File: config.mk
export PLATFORM = sky130hd
export DESIGN_NAME = sbox_share_ctrl
export DESIGN_NICKNAME = d
export VERILOG_FILES = /design/src/rtl/aes_pkg.sv /design/src/rtl/sbox_byte.sv /design/src/rtl/sbox_share_ctrl.sv
export SDC_FILE = /design/constraint.sdc
export NUM_CORES = 1
export LEC_CHECK = 0
export BUFFER_PORTS_ARGS = -buffer_cell sky130_fd_sc_hd__buf_2
export CAP_MARGIN = 40
export CELL_PAD_IN_SITES_DETAIL_PLACEMENT = 2
export CELL_PAD_IN_SITES_GLOBAL_PLACEMENT = 2
export CORE_MARGIN = 2
export CORE_UTILIZATION = 30
export CTS_CLUSTER_SIZE = 16
export DETAILED_ROUTE_END_ITERATION = 6
export PLACE_DENSITY_LB_ADDON = 0.1
export REMOVE_ABC_BUFFERS = 1
export SYNTH_ARGS = -nofsm -noshare
export SYNTH_HDL_FRONTEND = slang
export SYNTH_SLANG_ARGS = --single-unit
File: constraint.sdc
create_clock -name clk -period 42.2 [get_ports clk]
set_input_delay 6.33 -clock clk [delete_from_list [all_inputs] [get_ports clk]]
set_output_delay 6.33 -clock clk [all_outputs]
set_load 0.005 [all_outputs]
File: src/rtl/aes_pkg.sv
// Shared AES definitions: byte/word widths, scheduler FSM encoding and GF(2^8) helpers
// used by the combinational S-box.
package aes_pkg;

    localparam int BYTE_W = 8;
    localparam int ST_W   = 128;
    localparam int KW_W   = 32;

    typedef enum logic [1:0] {
        IDLE   = 2'd0,
        RUN_ST = 2'd1,
        RUN_KW = 2'd2,
        DONE   = 2'd3
    } ctrl_state_t;

    // Multiply in GF(2^8) modulo x^8 + x^4 + x^3 + x + 1.
    function automatic logic [7:0] gf_mul(input logic [7:0] a, input logic [7:0] b);
        logic [7:0] p;
        logic [7:0] x;
        p = 8'h00;
        x = a;
        for (int i = 0; i < 8; i++) begin
            if (b[i]) p = p ^ x;
            x = {x[6:0], 1'b0} ^ (x[7] ? 8'h1b : 8'h00);
        end
        return p;
    endfunction

    // Inverse as a^254 (maps 0 to 0); addition chain 2,3,6,12,15,240,252,254.
    function automatic logic [7:0] gf_inv(input logic [7:0] a);
        logic [7:0] a2, a3, a6, a12, a15, a240, a252;
        a2   = gf_mul(a, a);
        a3   = gf_mul(a2, a);
        a6   = gf_mul(a3, a3);
        a12  = gf_mul(a6, a6);
        a15  = gf_mul(a12, a3);
        a240 = gf_mul(a15, a15);
        a240 = gf_mul(a240, a240);
        a240 = gf_mul(a240, a240);
        a240 = gf_mul(a240, a240);
        a252 = gf_mul(a240, a12);
        return gf_mul(a252, a2);
    endfunction

endpackage

File: src/rtl/sbox_byte.sv
// Combinational AES S-box for one byte: multiplicative inverse followed by the affine map.
module sbox_byte
    import aes_pkg::*;
(
    input  logic [BYTE_W-1:0] i_byte,
    output logic [BYTE_W-1:0] o_byte
);

    logic [BYTE_W-1:0] w_inv;

    assign w_inv  = gf_inv(i_byte);
    assign o_byte = w_inv
                  ^ {w_inv[6:0], w_inv[7]}
                  ^ {w_inv[5:0], w_inv[7:6]}
                  ^ {w_inv[4:0], w_inv[7:5]}
                  ^ {w_inv[3:0], w_inv[7:4]}
                  ^ 8'h63;

endmodule

File: src/rtl/sbox_share_ctrl.sv
// Serial SubBytes scheduler: one S-box shared between the round state and key-word SubWord,
// one byte per cycle. Handshake: a request transfers on the rising edge where valid && ready.
module sbox_share_ctrl
    import aes_pkg::*;
#(
    parameter int NB_ST       = 16,
    parameter int NB_KW       = 4,
    parameter int KW_PRIORITY = 1
) (
    input  logic                    clk,
    input  logic                    rst,
    input  logic                    st_valid,
    output logic                    st_ready,
    input  logic [NB_ST*BYTE_W-1:0] st_in,
    output logic                    st_done,
    output logic [NB_ST*BYTE_W-1:0] st_out,
    input  logic                    kw_valid,
    output logic                    kw_ready,
    input  logic [NB_KW*BYTE_W-1:0] kw_in,
    output logic                    kw_done,
    output logic [NB_KW*BYTE_W-1:0] kw_out,
    output logic                    busy,
    output logic [1:0]              dbg_state
);

    localparam int CNT_W   = $clog2(NB_ST);
    localparam int ST_BITS = NB_ST * BYTE_W;
    localparam int KW_BITS = NB_KW * BYTE_W;

    ctrl_state_t         r_state;
    ctrl_state_t         w_next;
    logic [CNT_W-1:0]    r_cnt;
    logic                r_sel_kw;
    logic [ST_BITS-1:0]  r_work;
    logic [ST_BITS-1:0]  r_st_out;
    logic [KW_BITS-1:0]  r_kw_out;
    logic [BYTE_W-1:0]   w_sbox_in;
    logic [BYTE_W-1:0]   w_sbox_out;
    logic                w_last;
    logic                w_acc_st;
    logic                w_acc_kw;

    assign w_sbox_in = r_work[{r_cnt, 3'b000} +: BYTE_W];

    sbox_byte u_sbox (
        .i_byte (w_sbox_in),
        .o_byte (w_sbox_out)
    );

    assign w_last = (r_state == RUN_ST) ? (r_cnt == CNT_W'(NB_ST - 1))
                                        : (r_cnt == CNT_W'(NB_KW - 1));

    assign w_acc_st  = st_valid && st_ready;
    assign w_acc_kw  = kw_valid && kw_ready;
    assign st_out    = r_st_out;
    assign kw_out    = r_kw_out;
    assign dbg_state = r_state;

    always_comb begin
        w_next   = r_state;
        st_ready = 1'b0;
        kw_ready = 1'b0;
        st_done  = 1'b0;
        kw_done  = 1'b0;
        busy     = (r_state != IDLE);
        case (r_state)
            IDLE: begin
                // The losing side sees ready low and must keep its request up.
                if (KW_PRIORITY != 0) begin
                    kw_ready = 1'b1;
                    st_ready = !kw_valid;
                end else begin
                    st_ready = 1'b1;
                    kw_ready = !st_valid;
                end
                if (kw_valid && kw_ready) begin
                    w_next = RUN_KW;
                end else if (st_valid && st_ready) begin
                    w_next = RUN_ST;
                end
            end
            RUN_ST, RUN_KW: begin
                if (w_last) w_next = DONE;
            end
            DONE: begin
                st_done = !r_sel_kw;
                kw_done = r_sel_kw;
                w_next  = IDLE;
            end
            default: w_next = IDLE;
        endcase
    end

    always_ff @(posedge clk) begin
        if (rst) begin
            r_state  <= IDLE;
            r_cnt    <= '0;
            r_sel_kw <= 1'b0;
            r_work   <= '0;
            r_st_out <= '0;
            r_kw_out <= '0;
        end else begin
            r_state <= w_next;
            case (r_state)
                IDLE: begin
                    if (w_acc_kw) begin
                        r_work   <= {{(ST_BITS - KW_BITS){1'b0}}, kw_in};
                        r_sel_kw <= 1'b1;
                        r_cnt    <= '0;
                    end else if (w_acc_st) begin
                        r_work   <= st_in;
                        r_sel_kw <= 1'b0;
                        r_cnt    <= '0;
                    end
                end
                RUN_ST: begin
                    for (int k = 0; k < NB_ST; k++) begin
                        if (r_cnt == CNT_W'(k)) r_st_out[k*BYTE_W +: BYTE_W] <= w_sbox_out;
                    end
                    r_cnt <= r_cnt + CNT_W'(1);
                end
                RUN_KW: begin
                    for (int k = 0; k < NB_KW; k++) begin
                        if (r_cnt == CNT_W'(k)) r_kw_out[k*BYTE_W +: BYTE_W] <= w_sbox_out;
                    end
                    r_cnt <= r_cnt + CNT_W'(1);
                end
                DONE: r_cnt <= '0;
                default: r_cnt <= '0;
            endcase
        end
    end

endmodule

==> results of run 1 <==
## synth_stat cells (all sizes together), types with 15 or more instances
| library cell | number |
|---|---|
| nand2 | 534 |
| xnor2 | 354 |
| a21oi | 322 |
| dfxtp | 295 |
| nor2 | 263 |
| nand3 | 143 |
| o21ai | 134 |
| buf | 111 |
| xor2 | 104 |
| xnor3 | 94 |
| clkbuf | 84 |
| mux2i | 77 |
| nor3 | 51 |
| a311oi | 41 |
| inv | 32 |
| a22oi | 23 |
| mux4 | 20 |
| and2 | 19 |
| dlygate4sd3 | 18 |
| a211oi | 16 |
| o22ai | 16 |
| and3 | 15 |
| ha | 15 |
## state kept, by name, summed over array words and instances, names as in the netlist
register	flops
dbg_state	2
r_work	128
st_out	128
kw_out	32
r_sel_kw	1
r_cnt	4
## layer usage
layer  up-vias  wire length, um  global-route usage (%)
met5         -               94                       0
met4        14             1470                    4.17
met3       100             3500                    3.20
met2       329            49200                    40.3
met1     11600            43600                    28.6
li1      10700                -                       -
## critical path: cells and delay by family, from the launching register on
| kind | cells | cell delay [ns] |
|---|---|---|
| AO/OA/AOI/OAI | 9 | 1.72 |
| AND/OR/NAND/NOR | 11 | 1.69 |
| adder cells (fa/ha/maj) | 6 | 2.75 |
| multiplexers | 4 | 1.83 |
| buffers and inverters | 9 | 2.45 |
| flip-flops | 1 | 0.50 |
| XOR/XNOR | 34 | 12.76 |
## stage by stage
step | utilization, % | setup WS (ns) | area (um2)
3_5_place_dp | 33.3 | 18.25 | 27400
4_1_cts | 34.6 | 18.14 | 28400
5_1_grt | 34.6 | 16.52 | 28400
2_1_floorplan | - | 19.29 | 23500
3_3_place_gp | 32.8 | 18.26 | 26900
6_report | 34.6 | 18.29 | 28500
## cells by family after synthesis
family	Yosys count
buf+inv	254
simple gates	1082
fa+ha+maj	15
mux	103
flops	295
compound gates	672
xor+xnor	561
## final timing paths
check        cells past startpoint                        to                   start
max                             73  st_out[115]$_SDFFE_PP0P_   r_cnt[1]$_SDFFE_PP0P_
min                              2    st_out[1]$_SDFFE_PP0P_  st_out[1]$_SDFFE_PP0P_
max reg2reg                     73  st_out[115]$_SDFFE_PP0P_   r_cnt[1]$_SDFFE_PP0P_
min reg2reg                      2    st_out[1]$_SDFFE_PP0P_  st_out[1]$_SDFFE_PP0P_
## final cells by class
| class | instances | share of cell area [%] |
|---|---|---|
| repair buffers | 403 | 8.56 |
| diodes | 4 | 0.0352 |
| clock inverters | 7 | 0.202 |
| multi-input cells | 2433 | 61.7 |
| flip-flops and latches | 295 | 20.8 |
| clock buffers | 51 | 3.53 |
| well taps | 1070 | 4.70 |
| inverters | 35 | 0.479 |
==> metrics.cfg, run 1 <==
[status]
outcome = completed

[route]
first_pass_iters = 6
ant_nets = 0
wl_mm = 97.9
remaining_drc_errors = 0
drt_iter0_drc = 829
drt-wirelength-per-cell_um = 22.8
viasPerCell = 5.28
via_count = 22700

[cts]
cts_setup_buffers = 0
cts_buffer_depth = 3
ctsRootBufferMaster = clkbuf_16
cts-resized-gates = 0
ctsHoldBuffers = 0
numCtsBuffers = 34
clk_latency_ns = 0.56
clkSlewWorstSetupHoldPaths_ns = 0.06
cts_tree = done
cts_sinks = 295
cts.htree.levels = 2

[yosys]
synthArstFlopShare_pct = 0
synth_area_mm2 = 0.0250
syn_inst = 2982
synth_cell_types = 113
ys_top_cells_by_area = dfxtp_1 (24%), xnor2_1 (11%), nand2_1 (8.0%), xnor3_1 (6.8%), a21oi_1 (6.4%)
synth_top_area_share_pct = 23.6
yosysSeqAreaShare_pct = 23.6
synth_top_area_cell = dfxtp_1
synth_top_family_by_area = XOR/XNOR gates
synth-simple-area-share_pct = 18.4
syn_avg_cell_area_um2 = 8.38
synth-seq-cells = 295
synth-xor-area-share_pct = 28.5
synth_top_flop_cell = dfxtp_1
synth_compound_area_share_pct = 16.9
synth_edf_count = 0
ys_warn_count = 0
synthMuxAreaShare_pct = 5.45
synth_fa_ha_area_share_pct = 0.751

[timing]
fin_crit_ns = 23.91
slew_headroom_pct = 40.2
fin_setup_tns_ns = 0
rsz0062_at_grt = no
finalHoldViolCount = 0
worst_slew_pin_slew_ns = 0.897
clock_skew_ns = 0.0295
whs_ns = 0.460
finalSetupViolations = 0
max_clock_freq_ghz = 0.0418
post-route-period-util_pct = 56.7
finalMaxSlewViolations = 0

[worst_setup_path]
critPathLaunchType = flip-flop
cpMostUsedCell = xnor2_1
critPathMaxStageDelay_ns = 0.90
endpoint_kind = flip-flop
cp_max_fo = 41
cp.required_ns = 42.67
ff2ff_setup_slack_ns = 18.29
crit_type = reg -> reg
cp_slowest_cell = xnor3_1
critPathArrivalTime_ns = 24.38

[placed_design]
numPortBuffers = 330
dp_hpwl_mm = 72.5
globalplace.congestion = 0.828
placed_cells = 4235

[die]
die_height_um = 293
coreArea_mm2 = 0.0822
chipWidth_um = 293
initial_core_util_pct = 30.4
die_area_mm2 = 0.0856
pin_count = 331
rows = 105

[cells_and_area]
multi_input_area_mm2 = 0.0176
areaGrowthSynthToFinish_pct = 13.9
n_fill_cell = 9419
ff_latch_area_mm2 = 0.00591
stdcell_count = 4298
final_cell_mix = nand2_1 (530), buf_2 (329), a21oi_1 (318), xnor2_1 (298), dfxtp_1 (294)
final_common_cell = nand2_1
drive_gt1_share_pct = 19.7
nets = 3381

[global_routing]
antenna_found_initial = 10
grt_usage_pct = 22.4
overflow = 0
grt_pass1_vias = 24900
grt_max_degree = 129
grt_pass1_wl_mm = 152

[job]
maxCapViolations = 0

[worst_hold_path]
holdCritPathClass = reg -> reg

Power of run 1 is not shown: default switching activity piles up to over one toggle a cycle in this logic, so the estimate is an artifact.
==> run 2: changes to the inputs <==
Clock period 42.2 ns to 19.8 ns, I/O delays scaled along.
==> run 2 against run 1 <==
Net effect: final cell count grew 2.9%; clock skew shrank 0.011 ns; clock-buffer cell count shrank 1; die area is the same; critical path depth shrank 3; via count grew 2.3%; register-to-register slack lost 17 ns; setup slack lost 17 ns; maximum frequency grew 27%; first-iteration DRC count grew 35%; critical path type unchanged.
==> metrics.cfg, run 2 (synthesized netlist as in run 1, its figures left out) <==
[cts]
clk_latency_ns = 0.55  ; about the same
cts.htree.levels = 2  ; unchanged
ctsHoldBuffers = 0  ; unchanged
cts_tree = done
numCtsBuffers = 35  ; +2.9%
clkSlewWorstSetupHoldPaths_ns = 0.06  ; about the same
ctsRootBufferMaster = clkbuf_16
cts_sinks = 295  ; unchanged
cts_buffer_depth = 3  ; unchanged

[route]
wl_met2_mm = 51.2  ; +4.0%
viasPerCell = 5.25  ; -0.58%
remaining_drc_errors = 0  ; unchanged
highest_layer = met5
via_count = 23200  ; +2.3%
first_pass_iters = 5  ; -1
ant_nets = 0  ; unchanged
wl_met3_mm = 3.54  ; +1.1%
drt-wirelength-per-cell_um = 22.8  ; about the same
m1WireLength_mm = 43.8  ; +0.27%
drt_iter0_drc = 1122  ; +35%
wl_mm = 101  ; +2.9%

[timing]
whs_ns = 0.460  ; +0.0000750 ns
clock_skew_ns = 0.0189  ; -0.0106 ns
slew_headroom_pct = 35.0  ; -5.2 points
worst_slew_pin_slew_ns = 0.975  ; +0.0774 ns
setup_slack_ns = 0.904  ; -17.38 ns
post-route-period-util_pct = 95.4  ; +39 points
finalSetupViolations = 0  ; unchanged
finalHoldViolCount = 0  ; unchanged
max_clock_freq_ghz = 0.0529  ; +27%
fin_crit_ns = 18.90  ; -5.02 ns
finalMaxSlewViolations = 0  ; unchanged

[cells_and_area]
n_fill_cell = 9398  ; -0.22%
final_common_cell = nand2_1
areaGrowthSynthToFinish_pct = 18.9
drive_gt1_share_pct = 24.1  ; +4.4 points
final_cell_mix = nand2_1 (530), buf_2 (329), a21oi_1 (318), dfxtp_1 (292), xnor2_1 (279)
fin_area_mm2 = 0.0297  ; +4.4%
nets = 3504  ; +3.6%
stdcell_count = 4421  ; +2.9%

[worst_setup_path]
ff2ff_setup_slack_ns = 0.90  ; -17.38 ns
critPathMaxStageDelay_ns = 0.69  ; -0.21 ns
cp_top_family = XOR/XNOR gates
crit_buf_inv = 15  ; +6
rr_startpoint = r_cnt[1]$_SDFFE_PP0P_
cp_slowest_cell = mux4_4
critPathLaunchType = flip-flop
rr_worst_depth = 70  ; -4.1%
cp.required_ns = 20.27  ; -22.40 ns
critPathArrivalTime_ns = 19.36  ; -5.02 ns
r2r-end = st_out[125]$_SDFFE_PP0P_
cpMostUsedCell = buf_4
crit_type = reg -> reg
endpoint_kind = flip-flop
cp_max_fo = 20  ; -51%

[worst_hold_path]
holdPathEnd = st_out[1]$_SDFFE_PP0P_
whs_path_depth = 2  ; unchanged
holdCritPathClass = reg -> reg
min_from = st_out[1]$_SDFFE_PP0P_

[placed_design]
globalplace.congestion = 0.891  ; +7.6%
numPortBuffers = 330  ; unchanged
dp_slack_ns = -0.402  ; -18.65 ns
placed_cells = 4329  ; +2.2%
dpl_cell_area_mm2 = 0.0279  ; +2.0%
dp_hpwl_mm = 75.6  ; +4.2%

[global_routing]
grt_max_degree = 127  ; -1.6%
grt_usage_pct = 22.8  ; +0.41 points
overflow = 0  ; unchanged
grt_pass1_vias = 25200  ; +1.2%
grt_pass1_wl_mm = 154  ; +1.3%
antenna_found_initial = 12  ; +2

[die]
rows = 105  ; unchanged
die_area_mm2 = 0.0856  ; unchanged
die_height_um = 293  ; unchanged
chipWidth_um = 293  ; unchanged
pin_count = 331  ; unchanged
coreArea_mm2 = 0.0822  ; unchanged
initial_core_util_pct = 30.4  ; unchanged

[status]
outcome = completed

[job]
maxCapViolations = 0  ; unchanged

==> run 2: cell count changes in the layout (fill, tap and decap cells not counted), sizes merged <==
cell,before,now
inv,34,33
diode,4,3
clkbuf,52,51
clkinvlp,0,1
bufinv,0,1
buf,402,524
clkinv,8,10
==> run 2: timing repair <==
| action | in CTS | in global routing |
|---|---|---|
| buffers inserted | 0 | 29 |
| resized for setup | 11 | 57 |
| pin swaps | 1 | 22 |
| setup endpoints to repair | 160 | 160 |
==> run 2: worst max path at each step <==
stage	start	endpoint	slack [ns]	depth (start not counted)
after floorplan	r_cnt[1]$_SDFFE_PP0P_	st_out[63]$_SDFFE_PP0P_	-3.11	67
after detailed placement	r_cnt[1]$_SDFFE_PP0P_	st_out[115]$_SDFFE_PP0P_	-0.40	72
after global placement	r_cnt[1]$_SDFFE_PP0P_	st_out[99]$_SDFFE_PP0P_	0.24	73
after global routing	r_cnt[1]$_SDFFE_PP0P_	st_out[57]$_SDFFE_PP0P_	-0.07	75
final	r_cnt[1]$_SDFFE_PP0P_	st_out[125]$_SDFFE_PP0P_	0.90	70
after CTS	r_cnt[1]$_SDFFE_PP0P_	st_out[73]$_SDFFE_PP0P_	0.02	77
==> run 2: cell type report <==
class,instances,area [um2],share of cell area (%)
Sequential cell,295,5910,19.9
Multi-Input combinational cell,2433,17900,60.1
Clock buffer,50,1040,3.52
Tap cell,1070,1340,4.51
Clock inverter,10,96.3,0.324
Timing Repair Buffer,525,3310,11.1
Antenna cell,3,7.51,0.0253
Inverter,35,136,0.459
==> run 2: per-layer routing <==
layer	track usage (%)	vias to the layer above
li1	-	10900
met1	28.4	11800
met2	41.3	396
met3	3.37	125
met4	5.43	18
met5	0	-
==> run 2: tightest hold or removal path: cells and delay by family (launching register included) <==
family	cells	cell delay, ns
flops	1	0.31
compound gates	1	0.05
simple gates	1	0.05
==> run 2: through the flow <==
| step | setup TNS (ns) | util, % |
|---|---|---|
| after detailed placement | -25.80 | 33.9 |
| after global routing | -1.50 | 36.1 |
| after floorplan | -463.24 | - |
| after global placement | 0 | 33.7 |
| after CTS | 0 | 35.4 |
| final | 0 | 36.1 |
Power of run 2 is left out for the same reason.
